### src/rtl/car_types_pkg.sv
// Shared lane/intersection types: light colours, queue depth and controller phases.
package car_types_pkg;

    typedef enum logic [1:0] {
        RED    = 2'd0,
        YELLOW = 2'd1,
        GREEN  = 2'd2
    } strafic_light_t;

    typedef logic [3:0] car_counter_t;

    typedef enum logic [2:0] {
        A_GREEN,
        A_YELLOW,
        RED_AB,
        B_GREEN,
        B_YELLOW,
        RED_BA
    } phase_t;

    // Light shown to lane A (lane_b=0) or lane B (lane_b=1) in a given phase.
    function automatic strafic_light_t light_for(input phase_t p, input logic lane_b);
        strafic_light_t l;
        l = RED;
        case (p)
            A_GREEN:  if (!lane_b) l = GREEN;
            A_YELLOW: if (!lane_b) l = YELLOW;
            B_GREEN:  if (lane_b)  l = GREEN;
            B_YELLOW: if (lane_b)  l = YELLOW;
            default:  l = RED;
        endcase
        return l;
    endfunction

endpackage

### src/rtl/phase_timer.sv
// Saturating phase-age counter; i_clear restarts it at 0 on the edge a new phase begins.
module phase_timer #(
    parameter int MAX = 32,
    parameter int W   = $clog2(MAX + 1)
) (
    input  logic         clk,
    input  logic         rst,
    input  logic         i_clear,
    output logic [W-1:0] o_t
);

    logic [W-1:0] r_t;

    always_ff @(posedge clk) begin
        if (rst || i_clear)
            r_t <= '0;
        else if (r_t != W'(MAX))
            r_t <= r_t + 1'b1;
    end

    assign o_t = r_t;

endmodule

### src/rtl/intersection_ctrl.sv
// Two-lane traffic phase controller: green/yellow/all-red sequencing with
// min/max green and spaced cross pulses toward the lane that holds green.
module intersection_ctrl
    import car_types_pkg::*;
#(
    parameter int GREEN_MIN      = 8,
    parameter int GREEN_MAX      = 32,
    parameter int YELLOW_CYCLES  = 4,
    parameter int ALL_RED_CYCLES = 2,
    parameter int CROSS_INTERVAL = 4
) (
    input  logic           clk,
    input  logic           rst,
    input  car_counter_t   car_counter_a,
    input  car_counter_t   car_counter_b,
    output strafic_light_t light_a,
    output strafic_light_t light_b,
    output logic           cross_a,
    output logic           cross_b
);

    localparam int TW = $clog2(GREEN_MAX + 1);
    localparam int CW = $clog2(CROSS_INTERVAL);

    phase_t         r_state, w_next_state;
    logic [CW-1:0]  r_c, w_next_c;
    logic [TW-1:0]  w_t;
    logic           w_c_last, w_exit_a, w_exit_b, w_change, w_next_green;
    strafic_light_t r_light_a, r_light_b;
    logic           r_cross_a, r_cross_b;

    phase_timer #(.MAX(GREEN_MAX)) u_timer (
        .clk     (clk),
        .rst     (rst),
        .i_clear (w_change),
        .o_t     (w_t)
    );

    // Exits only at the end of a cross window so an issued pulse lands while still GREEN.
    assign w_c_last = (r_c == CW'(CROSS_INTERVAL - 1));
    assign w_exit_a = (car_counter_b != '0) &&
                      (((w_t >= TW'(GREEN_MIN - 1)) && (car_counter_a == '0)) ||
                       (w_t >= TW'(GREEN_MAX - 1)));
    assign w_exit_b = (car_counter_a != '0) &&
                      (((w_t >= TW'(GREEN_MIN - 1)) && (car_counter_b == '0)) ||
                       (w_t >= TW'(GREEN_MAX - 1)));

    always_comb begin
        w_next_state = r_state;
        case (r_state)
            A_GREEN:  if (w_c_last && w_exit_a)                w_next_state = A_YELLOW;
            A_YELLOW: if (w_t == TW'(YELLOW_CYCLES - 1))       w_next_state = RED_AB;
            RED_AB:   if (w_t == TW'(ALL_RED_CYCLES - 1))      w_next_state = B_GREEN;
            B_GREEN:  if (w_c_last && w_exit_b)                w_next_state = B_YELLOW;
            B_YELLOW: if (w_t == TW'(YELLOW_CYCLES - 1))       w_next_state = RED_BA;
            RED_BA:   if (w_t == TW'(ALL_RED_CYCLES - 1))      w_next_state = A_GREEN;
            default:                                           w_next_state = RED_BA;
        endcase
    end

    assign w_change     = (w_next_state != r_state);
    assign w_next_green = (w_next_state == A_GREEN) || (w_next_state == B_GREEN);
    assign w_next_c     = (!w_next_green || w_change || w_c_last) ? '0 : r_c + 1'b1;

    // Outputs decode next-state so lights and pulses move on the same edge as the phase.
    always_ff @(posedge clk) begin
        if (rst) begin
            r_state   <= RED_BA;
            r_c       <= '0;
            r_light_a <= RED;
            r_light_b <= RED;
            r_cross_a <= 1'b0;
            r_cross_b <= 1'b0;
        end else begin
            r_state   <= w_next_state;
            r_c       <= w_next_c;
            r_light_a <= light_for(w_next_state, 1'b0);
            r_light_b <= light_for(w_next_state, 1'b1);
            r_cross_a <= (w_next_state == A_GREEN) && (w_next_c == '0) && (car_counter_a != '0);
            r_cross_b <= (w_next_state == B_GREEN) && (w_next_c == '0) && (car_counter_b != '0);
        end
    end

    assign light_a = r_light_a;
    assign light_b = r_light_b;
    assign cross_a = r_cross_a;
    assign cross_b = r_cross_b;

endmodule
### config.mk
export PLATFORM = sky130hd
export DESIGN_NAME = intersection_ctrl
export DESIGN_NICKNAME = d
export VERILOG_FILES = /design/src/rtl/car_types_pkg.sv /design/src/rtl/phase_timer.sv /design/src/rtl/intersection_ctrl.sv
export SDC_FILE = /design/constraint.sdc
export NUM_CORES = 1
export LEC_CHECK = 0
export BUFFER_PORTS_ARGS = -buffer_cell sky130_fd_sc_hd__buf_2
export CORE_MARGIN = 2
export CORE_UTILIZATION = 49
export DETAILED_ROUTE_END_ITERATION = 8
export PLACE_DENSITY_LB_ADDON = 0.15
export SLEW_MARGIN = 20
export SYNTH_ARGS = -nofsm -noshare
export SYNTH_HDL_FRONTEND = slang
export SYNTH_SLANG_ARGS = --single-unit
### constraint.sdc
create_clock -name clk -period 2.3 [get_ports clk]
set_input_delay 0.46 -clock clk [delete_from_list [all_inputs] [get_ports clk]]
set_output_delay 0.46 -clock clk [all_outputs]
set_load 0.01 [all_outputs]
==> key figures <==
Run status
  • Outcome: completed

Pwr
  • VDD IR-drop max: 0.000457 V
  • Power Total: 1.16 mW
  • Switching power: 0.473 mW
  • Clock Power Share: 0.140
  • Net Sw Frac: 0.408
  • Pint: 0.686 mW
  • Comb power frac: 0.505
  • Flop pwr share: 0.355
  • Static Leakage: 0.492 nW
  • Pwr/cell area: 977 nW/µm²

CTS
  • Clock slew at reported path FFs: 0.10 ns
  • TritonCTS Sinks: 17
  • Later-pin clock latency in the skew report: 0.30 ns
  • CTS root buf: clkbuf_4
  • CTS tree: done
  • Inserted Clock Buffers: 3
  • Hold buffer count at CTS: 0
  • H-tree depth: 1
  • CTS max path bufs: 2

Timing
  • Max transition margin: 0.697
  • Worst Tran Pin Value: 0.451 ns
  • RSZ-0062 raised after global routing: no
  • Final min period: 2.13 ns
  • WHS: 0.430 ns
  • Final setup fails: 0
  • Final setup margin: 0.169 ns
  • Final hold vios: 0
  • Fin Setup TNS: 0 ns
  • Slew Limit Fails: 0
  • Clock skew: 0.0123 ns
  • Crit share post-route: 0.927
  • Max Fclk: 0.469 GHz

Worst setup path
  • RR Endpoint: r_c[0]
  • Worst Setup Path Type: reg -> reg
  • Worst setup EP type: flip-flop
  • Slowest stage delay, CP: 0.51 ns
  • Flop-to-flop setup slack: 0.17 ns
  • Crit path max fanout: 8
  • WP buf/inv: 0
  • Startpoint type of the worst setup path: flip-flop
  • Worst EP arrival: 2.36 ns
  • CP max-delay cell: nor4_4
  • Critical-path cell list: nor4_4, nand2_2, o221ai_2, a31oi_1, a211oi_2, nor3b_2
  • Reg2reg path depth: 6
  • Critical R2R Launch: u_timer.o_t[4]
  • Critical Path RT: 2.53 ns
  • Top delay family on crit path: simple AND/OR/NAND/NOR gates

GRT
  • GRT Total Usage: 0.195
  • First-pass GRT wire length: 3590 µm
  • Vias in the first global route: 822
  • Largest net degree at the start of global routing: 13
  • GRT Residual Overflow: 0
  • Antenna violations before repair: 0

Synthesis
  • Synth Instances: 105
  • Synth Net Count: 119
  • #FFs+latches synth: 17
  • Avg Inst Size Synth: 9.44 µm²
  • Synth area leaders: dfxtp_1 34%, ha_1 5.1%, a31oi_1 3.8%
  • Post-synthesis sequential area ratio: 0.343
  • Yosys top cell by area: dfxtp_1
  • Cell Area, Synth: 991 µm²
  • EDFF count, synth: 0
  • Synth top area share: 0.343
  • Netlist cell types: 45
  • Post-synth ARST share: 0
  • Synth Flop Type: dfxtp_1
  • Yosys warnings: 0

Min path
  • Hold path start: rst
  • Hold Crit Depth: 2
  • Hold Path Class: in -> reg
  • Worst Hold End: r_state[2]

Layout
  • Final nets: 145
  • Final Util: 0.611
  • Fin area: 1190 µm²
  • Layout cells sized above 1: 0.354
  • Ant. Diodes: 0
  • Final non-filler cell total: 157
  • Area grow syn2layout: 19.7%
  • Fillers: 181

Detailed routing
  • DRC: 0
  • Vias per inst: 5.61
  • DRT iter0 DRCs: 31
  • Routed len/inst: 13.8 µm
  • Final WL: 2170 µm
  • DR vias: 881
  • Drt pass-1 iters: 4
  • Post-route ant nets: 0

Floorplan
  • Cell row count: 16
  • Core area: 1940 µm²
  • Die Span X: 49.0 µm
  • DIE HEIGHT: 49.0 µm
  • Die ar.: 2400 µm²
  • I/O pins: 16
  • Initial Utilization: 0.510

Placement
  • Cell Area, Placed: 1150 µm²
  • Routability Congestion: 0.912
  • Hpwl dp: 1660 µm
  • Place WS: 0.0571 ns
  • Placed cells: 153
  • Port Buffers: 15

Job
  • Max Cap Viol: 0
==> metal layers <==
layer,GRT usage,part of all wire
met1,0.253,0.46
met2,0.311,0.47
met3,0.0399,0.057
met4,0.0857,0.019
met5,0,0
==> worst max-delay path by stage <==
| stage | slack [ns] | start | cells after the start | to |
|---|---|---|---|---|
| 6_report | 0.17 | u_timer.o_t[4] | 6 | r_c[0] |
| 5_1_grt | 0.03 | u_timer.o_t[0] | 7 | cross_b |
| 4_1_cts | 0.08 | u_timer.o_t[0] | 7 | cross_b |
| 3_5_place_dp | 0.06 | car_counter_b[1] | 7 | u_timer.o_t[2] |
| 3_3_place_gp | 0.1 | car_counter_b[1] | 7 | u_timer.o_t[2] |
| 2_1_floorplan | 0.20 | u_timer.o_t[0] | 8 | u_timer.o_t[2] |
==> layout by cell type (no fill, tap or decap), drive strengths merged, types with 2 or more instances in the layout <==
| cell type | Yosys | final |
|---|---|---|
| nand3b | 2 | 2 |
| a2111oi | 2 | 2 |
| nand3 | 4 | 4 |
| nor2 | 8 | 8 |
| or4 | 3 | 3 |
| o211ai | 2 | 2 |
| inv | 6 | 6 |
| a31oi | 6 | 6 |
| nor4 | 3 | 3 |
| nand2 | 9 | 9 |
| nor3 | 2 | 2 |
| dfxtp | 17 | 17 |
| clkbuf | 1 | 4 |
| a41oi | 2 | 2 |
| nor3b | 2 | 2 |
| ha | 4 | 4 |
| xor2 | 3 | 3 |
| nand2b | 2 | 2 |
| a21oi | 5 | 5 |
| xnor2 | 2 | 2 |
| buf | 3 | 25 |
==> Yosys cell counts, types with 2 or more instances <==
cell,n
ha_1,4
buf_2,2
nor3b_2,2
nand3b_1,2
inv_1,6
or4_1,2
nand2b_1,2
xor2_1,3
a21oi_1,5
a31oi_1,6
nand2_1,8
xnor2_1,2
nor2_1,8
nor4_1,2
dfxtp_1,17
a41oi_1,2
nand3_1,4
==> flip-flops by register name, indices dropped and copies added (netlist names) <==
signal       flops
u_timer.o_t      6
r_state          3
light_a          2
light_b          2
r_c              2
cross_a          1
cross_b          1
==> worst register-to-register path, stage by stage, from the launching register on <==
cell      delay [ns]
dfxtp_1         0.42
nor4_4          0.51
nand2_2         0.14
o221ai_2        0.29
a31oi_1         0.14
a211oi_2        0.35
nor3b_2         0.22
==> kinds of logic (layout without fill, tap and decap cells) <==
family / count (synthesis) / after routing / synth area share
buffers and inverters: 10 / 35 / 0.0480
adder cells (fa/ha/maj): 4 / 4 / 0.0505
AND/OR/NAND/NOR: 42 / 42 / 0.274
AO/OA/AOI/OAI: 26 / 26 / 0.230
flip-flops: 17 / 17 / 0.343
XOR/XNOR: 5 / 5 / 0.0442
multiplexers: 1 / 1 / 0.0101
==> layout make-up <==
cell class / count / area [µm²] / area share
timing repair buffer: 25 / 150 / 0.127
tap: 27 / 33.8 / 0.0285
sequential: 17 / 340 / 0.287
clock buffer: 4 / 26.3 / 0.0222
multi-input combinational: 78 / 613 / 0.517
inverter: 6 / 22.5 / 0.0190
==> power groups by stage <==
stage	Clock, mW	Combinational, mW	Sequential (mW)
finish	0.163	0.586	0.411
detailed placement	0	0.580	0.416
CTS	0.167	0.584	0.409
global placement	0	0.565	0.414
global route	0.181	0.649	0.419
floorplan	0	0.394	0.410
==> what timing repair did <==
item	in CTS	in global routing
gates resized for setup	0	2
buffers inserted	0	0
setup endpoints to repair	0	4
Note: power is estimated with default switching activity, not from simulation.
